<file path="config.mk">
export PLATFORM = sky130hd
export DESIGN_NAME = mux3_rr_sel
export DESIGN_NICKNAME = d
export VERILOG_FILES = /design/src/rtl/mux3_rr_sel.sv
export SDC_FILE = /design/constraint.sdc
export NUM_CORES = 1
export LEC_CHECK = 0
export BUFFER_PORTS_ARGS = -buffer_cell sky130_fd_sc_hd__buf_2
export CORE_MARGIN = 5
export CORE_UTILIZATION = 52
export DETAILED_ROUTE_END_ITERATION = 6
export GPL_ROUTABILITY_DRIVEN = 0
export GPL_TIMING_DRIVEN = 1
export HOLD_SLACK_MARGIN = 0.1
export PLACE_DENSITY = 0.73
export SYNTH_ARGS = -nofsm -noshare
export SYNTH_HDL_FRONTEND = slang
export SYNTH_SLANG_ARGS = --single-unit
</file>
<file path="constraint.sdc">
create_clock -name clk -period 4.54 [get_ports clk]
set_input_delay 0 -clock clk [delete_from_list [all_inputs] [get_ports clk]]
set_output_delay 0 -clock clk [all_outputs]
set_load 0.02 [all_outputs]
</file>
<file path="src/rtl/mux3_rr_sel.sv">
// ---------------------------------------------------------------------------
// mux3_rr_sel
//   Select generator for a 3:1 single-bit mux stage. Three channel requests
//   are arbitrated round-robin, and each grant is held for DWELL cycles or
//   until the granted channel drops its request, whichever comes first.
//   The mux select pair only ever carries 00, 01 or 10.
//
// Ports
//   clk        rising-edge clock
//   rst_n      asynchronous active-low reset
//   en         enables starting new grants (never aborts a running slot)
//   req[2:0]   per-channel request, bit0 = a, bit1 = b, bit2 = c
//   sel1       mux select MSB (registered)
//   sel2       mux select LSB (registered)
//   gnt[2:0]   one-hot grant (registered)
//   gnt_valid  high while a grant is active (registered)
//   slot_done  high in the final cycle of a slot (combinational from state)
// ---------------------------------------------------------------------------
module mux3_rr_sel #(
  parameter int unsigned DWELL = 4,
  parameter int unsigned CW    = 8
) (
  input  logic       clk,
  input  logic       rst_n,
  input  logic       en,
  input  logic [2:0] req,
  output logic       sel1,
  output logic       sel2,
  output logic [2:0] gnt,
  output logic       gnt_valid,
  output logic       slot_done
);

  typedef enum logic [0:0] {
    S_IDLE  = 1'b0,
    S_GRANT = 1'b1
  } state_t;

  localparam logic [CW-1:0] CNT_RELOAD = CW'(DWELL - 1);
  localparam logic [CW-1:0] CNT_ONE    = CW'(1);

  // Channel that follows ch in the rotation 0 -> 1 -> 2 -> 0.
  function automatic logic [1:0] next_ch(input logic [1:0] ch);
    logic [1:0] n;
    case (ch)
      2'd0:    n = 2'd1;
      2'd1:    n = 2'd2;
      default: n = 2'd0;
    endcase
    return n;
  endfunction

  // First requesting channel searching start, start+1, start+2 (mod 3).
  // Only meaningful when at least one request bit is set.
  function automatic logic [1:0] rr_pick(input logic [1:0] start,
                                         input logic [2:0] r);
    logic [1:0] p;
    case (start)
      2'd0: begin
        if (r[0])      p = 2'd0;
        else if (r[1]) p = 2'd1;
        else           p = 2'd2;
      end
      2'd1: begin
        if (r[1])      p = 2'd1;
        else if (r[2]) p = 2'd2;
        else           p = 2'd0;
      end
      default: begin
        if (r[2])      p = 2'd2;
        else if (r[0]) p = 2'd0;
        else           p = 2'd1;
      end
    endcase
    return p;
  endfunction

  // One-hot grant vector for a channel index.
  function automatic logic [2:0] onehot(input logic [1:0] ch);
    logic [2:0] o;
    case (ch)
      2'd0:    o = 3'b001;
      2'd1:    o = 3'b010;
      2'd2:    o = 3'b100;
      default: o = 3'b000;
    endcase
    return o;
  endfunction

  state_t        state_q, state_d;
  logic [1:0]    ptr_q,   ptr_d;
  logic [CW-1:0] cnt_q,   cnt_d;
  logic [2:0]    gnt_q,   gnt_d;
  logic          valid_q, valid_d;
  logic [1:0]    sel_q,   sel_d;

  logic          req_g_s;
  logic          end_s;
  logic          any_req_s;
  logic [1:0]    win_s;

  // Request of the currently granted channel. The select code doubles as the
  // channel index because the encoding is ch0 -> 00, ch1 -> 01, ch2 -> 10.
  always_comb begin
    case (sel_q)
      2'd0:    req_g_s = req[0];
      2'd1:    req_g_s = req[1];
      default: req_g_s = req[2];
    endcase
  end

  assign any_req_s = |req;
  assign end_s     = (cnt_q == '0) || !req_g_s;
  assign slot_done = (state_q == S_GRANT) && end_s;

  // Search origin: pointer from IDLE, the channel after the current one when
  // a slot ends. Both equal the value ptr will hold after this cycle.
  always_comb begin
    if (state_q == S_GRANT) begin
      win_s = rr_pick(next_ch(sel_q), req);
    end else begin
      win_s = rr_pick(ptr_q, req);
    end
  end

  // Next-state and output-register logic; everything holds by default.
  always_comb begin
    state_d = state_q;
    ptr_d   = ptr_q;
    cnt_d   = cnt_q;
    gnt_d   = gnt_q;
    valid_d = valid_q;
    sel_d   = sel_q;
    case (state_q)
      S_IDLE: begin
        if (en && any_req_s) begin
          state_d = S_GRANT;
          gnt_d   = onehot(win_s);
          sel_d   = win_s;
          valid_d = 1'b1;
          cnt_d   = CNT_RELOAD;
        end else begin
          state_d = S_IDLE;
        end
      end
      S_GRANT: begin
        if (end_s) begin
          ptr_d = next_ch(sel_q);
          if (en && any_req_s) begin
            // Back-to-back grant with no idle bubble; may re-grant sel_q.
            state_d = S_GRANT;
            gnt_d   = onehot(win_s);
            sel_d   = win_s;
            valid_d = 1'b1;
            cnt_d   = CNT_RELOAD;
          end else begin
            // sel keeps its last code so the mux input does not glitch.
            state_d = S_IDLE;
            gnt_d   = 3'b000;
            valid_d = 1'b0;
          end
        end else begin
          cnt_d = cnt_q - CNT_ONE;
        end
      end
      default: begin
        state_d = S_IDLE;
        ptr_d   = 2'd0;
        cnt_d   = '0;
        gnt_d   = 3'b000;
        valid_d = 1'b0;
        sel_d   = 2'd0;
      end
    endcase
  end

  // State, pointer, counter and output registers.
  always_ff @(posedge clk or negedge rst_n) begin
    if (!rst_n) begin
      state_q <= S_IDLE;
      ptr_q   <= 2'd0;
      cnt_q   <= '0;
      gnt_q   <= 3'b000;
      valid_q <= 1'b0;
      sel_q   <= 2'd0;
    end else begin
      state_q <= state_d;
      ptr_q   <= ptr_d;
      cnt_q   <= cnt_d;
      gnt_q   <= gnt_d;
      valid_q <= valid_d;
      sel_q   <= sel_d;
    end
  end

  assign sel1      = sel_q[1];
  assign sel2      = sel_q[0];
  assign gnt       = gnt_q;
  assign gnt_valid = valid_q;

endmodule

</file>
==> After elaboration in Yosys (flattened, before gate mapping) <==
Index checks and enable logic that the tools add are counted.
{ "totals": {"output_inout_bits": 7, "regBits": 17, "elab_cells": 56, "in_bits": 6} }
{ "classes": {"addsub": 1, "reduce_logical": 12, "mux": 29, "bitwise": 1, "n_eq_ne": 7} }
{ "op_table": {"columns": ["op", "count"], "rows": [
  ["2-bit 2-to-1 mux", 9],
  ["8-bit 2-to-1 mux", 2],
  ["2-bit case mux with 2 select lines", 4],
  ["8-bit case mux with 2 select lines", 1],
  ["3-bit 2-to-1 mux", 3],
  ["3-bit case mux with 3 select lines", 1],
  ["2-bit by 1-bit == test with 1-bit output (second input constant)", 4],
  ["2-bit logical NOT", 4],
  ["8-bit logical NOT", 1],
  ["8-bit by 1-bit subtractor with 8-bit output (second input constant)", 1],
  ["1-bit case mux with 2 select lines", 3],
  ["3-bit case mux with 2 select lines", 1],
  ["1-bit 2-to-1 mux", 5],
  ["2-bit AND reduction", 2],
  ["3-bit OR reduction", 1],
  ["2-bit == test (second input constant)", 1],
  ["1-bit logical AND", 2],
  ["2-bit by 1-bit != test with 1-bit output (second input constant)", 1],
  ["2-bit != test (second input constant)", 1],
  ["1-bit logical NOT", 1],
  ["1-bit logical OR", 1],
  ["1-bit inverter", 1]
]} }

==> Logic depth before layout (Yosys ltp) <==
{ "logic_depth": {"ltp_word": 11, "depth_mapped": 7, "mapped_depth_nobuf": 6} }

==> Least setup slack after synthesis <==
Ideal clock, no wire load.
{ "synth_path": {"kind": "reg2reg", "startpoint": "register cnt_q[0]", "endpoint": "register ptr_q[0]", "period_less_slack_ns": 1.813, "required_ns": 4.413, "setup_time_ns": 0.127, "stages_incl_launch_ff": 7, "path_buffers": 0, "setup_slack_ns": 2.727, "t_arrival_ns": 1.686, "cell_sequence": "dfrtp_1 -> inv_1 -> ha_1 -> nor3b_1 -> nand2_2 -> a21boi_2 -> mux2_1"} }
{ "synth_between": {"elab_chain_len": 3} }
{ "synth_lines": {"columns": ["element", "line", "source"], "rows": [
  ["from (decl)", "92", "logic [CW-1:0] cnt_q, cnt_d;"],
  ["from (signal assigned)", "189", "cnt_q <= cnt_d;"],
  ["8-bit logical NOT", "113", "assign end_s = (cnt_q == '0) || !req_g_s;"],
  ["1-bit logical OR", "113", null],
  ["2-bit AND reduction (no source line)", null, null],
  ["to (signal assigned)", "188", "ptr_q <= ptr_d;"],
  ["to (decl)", "91", "logic [1:0] ptr_q, ptr_d;"]
]} }
No other way between the ends.
A chain may end at the register's enable or synchronous reset.

==> Worst setup path in the final report <==
{ "layout_path": {"startpoint": "register cnt_q[0]", "endpoint": "register gnt_q[0], in the netlist gnt[0]"} }
{ "layout_between": {"elab_chain_len": 4} }
{ "layout_lines": {"columns": ["element", "line", "source"], "rows": [
  ["8-bit logical NOT", "113", null],
  ["1-bit logical OR", "113", null],
  ["2-bit by 1-bit != test with 1-bit output (no source line)", null, null],
  ["2-bit AND reduction (no source line)", null, null],
  ["to (signal assigned)", "190", "gnt_q <= gnt_d;"],
  ["to (decl)", "93", "logic [2:0] gnt_q, gnt_d;"]
]} }
No other way between the ends.

==> run_results.csv <==
group,metric,value,unit
detailed_routing,drcViolationCount,0,
detailed_routing,via_per_inst,5.85,
cts,h-tree-depth,1,
yosys,syn_avg_cell_area,10.3,sq um
power,cellPowerDensity,676,nW/um^2
yosys,synth.ff_latch_count,17,
placed_design,postPlaceCellArea,1120,sq um
timing,rsz0062_at_grt,"false",
global_routing,grt_pass1_vias,819,
power,p_leak,0.534,nW
setup_path,crit_fanout,9,
power,report.power.total,0.782,mW
cts,cts_root_buffer,"clkbuf_4",
global_routing,grt_max_degree,18,
yosys,synth_top_area_share,40.4,%
cells_and_area,nFillCells,171,
detailed_routing,wl_met2,991,um
yosys,synth-main-ff-cell,"dfrtp_1",
setup_path,critPathSlowestCell,"dfrtp_1",
global_routing,grt-ovfl-total,0,
timing,slew_headroom,64.0,%
yosys,yosysSeqAreaShare,40.4,%
cells_and_area,drive_gt1_share,24.3,%
setup_path,cpPeakStageDelay,410,ps
yosys,ys_async_sr_fraction,100,%
detailed_routing,top_layer,"met4",
timing,fin_skew,2.18,ps
detailed_routing,wl_per_cell,15.0,um
floorplan,start_util,54.2,%
cts,cts_made_buffers,3,
floorplan,core,1940,sq um
cells_and_area,seqCellArea,425,sq um
cts,clock_sinks,17,
timing,slew_violations,0,
cts,insertion_delay,300,ps
timing,period_share,42.7,%
global_routing,grt_util_all_layers,17.1,%
setup_path,crit_path_end_kind,"flip-flop",
detailed_routing,routed_wl,2130,um
detailed_routing,first_pass_iters,4,
power,peakVddDrop,0.380,mV
setup_path,required,4740,ps
yosys,synth_top_area_cell,"dfrtp_1",
placed_design,port_buffers,12,
yosys,syn_area,1050,sq um
cells_and_area,diodes,0,
cells_and_area,syn_to_final_growth,9.99,%
setup_path,cp.arrival,2140,ps
yosys,yosysWarnings,0,
detailed_routing,dr_wl_met3,99,um
flow_run,cap_violations,0,
detailed_routing,drt_first_iter_violations,20,
outcome,status,"finished clean",
cells_and_area,nets,124,
yosys,synthDistinctLibCells,45,
setup_path,crit_type,"reg -> reg",
detailed_routing,wl_met1,1010,um
timing,worst-slew-pin-transition,538,ps
timing,fmax,515,MHz
cells_and_area,final_cell_mix,"17 x dfrtp_1, 12 x buf_2, 9 x inv_1, 5 x nor3_1",
cts,max-clock-path-buffers,2,
global_routing,grt_pass1_wl,3700,um
timing,hold_violations,0,
global_routing,antenna_found_initial,0,
yosys,ys_top_cells_by_area,"dfrtp_1 40%, inv_1 3.2%, mux2i_1 2.9%, mux2_4 2.9%, ha_1 2.4%",
timing,totalNegativeSetupSlack,0,ps
floorplan,die_h,55.0,um
cells_and_area,mostFrequentLayoutCell,"dfrtp_1",
setup_path,cp_cell_sequence,"inv_1 -> ha_1 -> nor3b_1 -> and2_1 -> o22ai_1 -> a32o_1",
floorplan,num_rows,16,
placed_design,dpl.hpwl,1600,um
timing,min_period,1940,ps
cts,clkTransAtPathRegs,110,ps
cells_and_area,postLayoutCoreUtil,59.6,%
yosys,synth_nets,110,
floorplan,ios,13,
yosys,synth-edff-count,0,
setup_path,critPathLaunchType,"flip-flop",
timing,setup_viol,0,
cts,ctsResizeCount,0,
floorplan,die_w,55.0,um
floorplan,dieArea,3020,sq um
detailed_routing,via_count,831,
yosys,synth_cells,102,
cells_and_area,multi_input_area,564,sq um
detailed_routing,drtAntennaViolNets,0,
cts,tritoncts,"done",
hold_path,hp-class,"in -> reg",
cells_and_area,final_cell_area,1160,sq um
layer usage:
metal	vias up	GRT usage (%)
met3	5	5.36
li1	404	-
met2	16	25.2
met4	0	6.88
met5	-	0
met1	406	23.2
cell type report:
type / instances / area share, %
repair buffers: 13 / 6.05
clock buffers: 3 / 1.95
well taps: 27 / 2.92
flip-flops and latches: 17 / 36.8
clock inverters: 1 / 0.649
multi-input cells: 72 / 48.8
inverters: 9 / 2.92
state kept, by name, summed over array words and instances (netlist names):
name,cells
gnt_valid,1
state_q,1
cnt_q,8
ptr_q,2
gnt,3
sel_q,2
worst paths after layout:
kind                           from        to  slack, ps  depth (start not counted)
setup / recovery           cnt_q[0]    gnt[0]       2600                          6
hold / removal                   en  cnt_q[6]        100                          4
setup reg to reg           cnt_q[0]    gnt[0]       2600                          6
hold reg to reg              gnt[1]    gnt[1]        510                          1
max in group asynchronous     rst_n  ptr_q[0]       4130                          2
min in group asynchronous     rst_n  cnt_q[5]        140                          2
stage by stage:
step,instances,worst slack (ps),hold WS [ps]
floorplan,102,2730,-296
global placement,137,2750,-64.9
detailed placement,137,2610,-58.6
CTS,142,2590,108
global route,142,2400,140
finish,142,2600,104
cells by family (layout without fill, tap and decap cells):
| group | after synthesis | count (layout) | synth area share [%] |
|---|---|---|---|
| fa+ha+maj | 2 | 2 | 2.38 |
| buf+inv | 13 | 26 | 5.95 |
| flops | 17 | 17 | 40.4 |
| mux | 8 | 8 | 8.92 |
| compound gates | 29 | 29 | 22.7 |
| simple gates | 32 | 32 | 18.8 |
| xor+xnor | 1 | 1 | 0.832 |
power by group:
group | switching (mW) | leakage, nW | internal (mW)
sequential | 0.0868 | 0.214 | 0.215
combinational | 0.214 | 0.306 | 0.180
clock | 0.0527 | 0.0139 | 0.0336
total | 0.354 | 0.534 | 0.428
cell usage after synthesis (2+ instances only):
master     count
nand2b_1       2
nand3_1        3
o31a_1         2
a21oi_2        2
nor4_1         2
buf_2          2
or4_1          2
dfrtp_1       17
inv_1          9
nor2_1         4
a21o_1         2
mux2_4         2
and2_1         3
o21ai_0        4
mux2_1         2
nor3_1         5
o2bb2ai_1      2
mux2i_1        3
ha_1           2
nor2b_1        3
o31ai_1        3
nand2_1        3
worst max-delay path: cells and delay by family, from the launching register on:
family,cells,cell delay (ps)
AO/OA/AOI/OAI,2,430
adder cells (fa/ha/maj),1,180
buffers and inverters,1,120
flip-flops,1,410
AND/OR/NAND/NOR,2,700
what timing repair did:
action                                 4_1_cts  5_1_grt
endpoints found under the hold margin       17        0
hold buffers                                 1        0
setup buffers                                0        0
No activity file was read; power rests on OpenSTA's default activity.
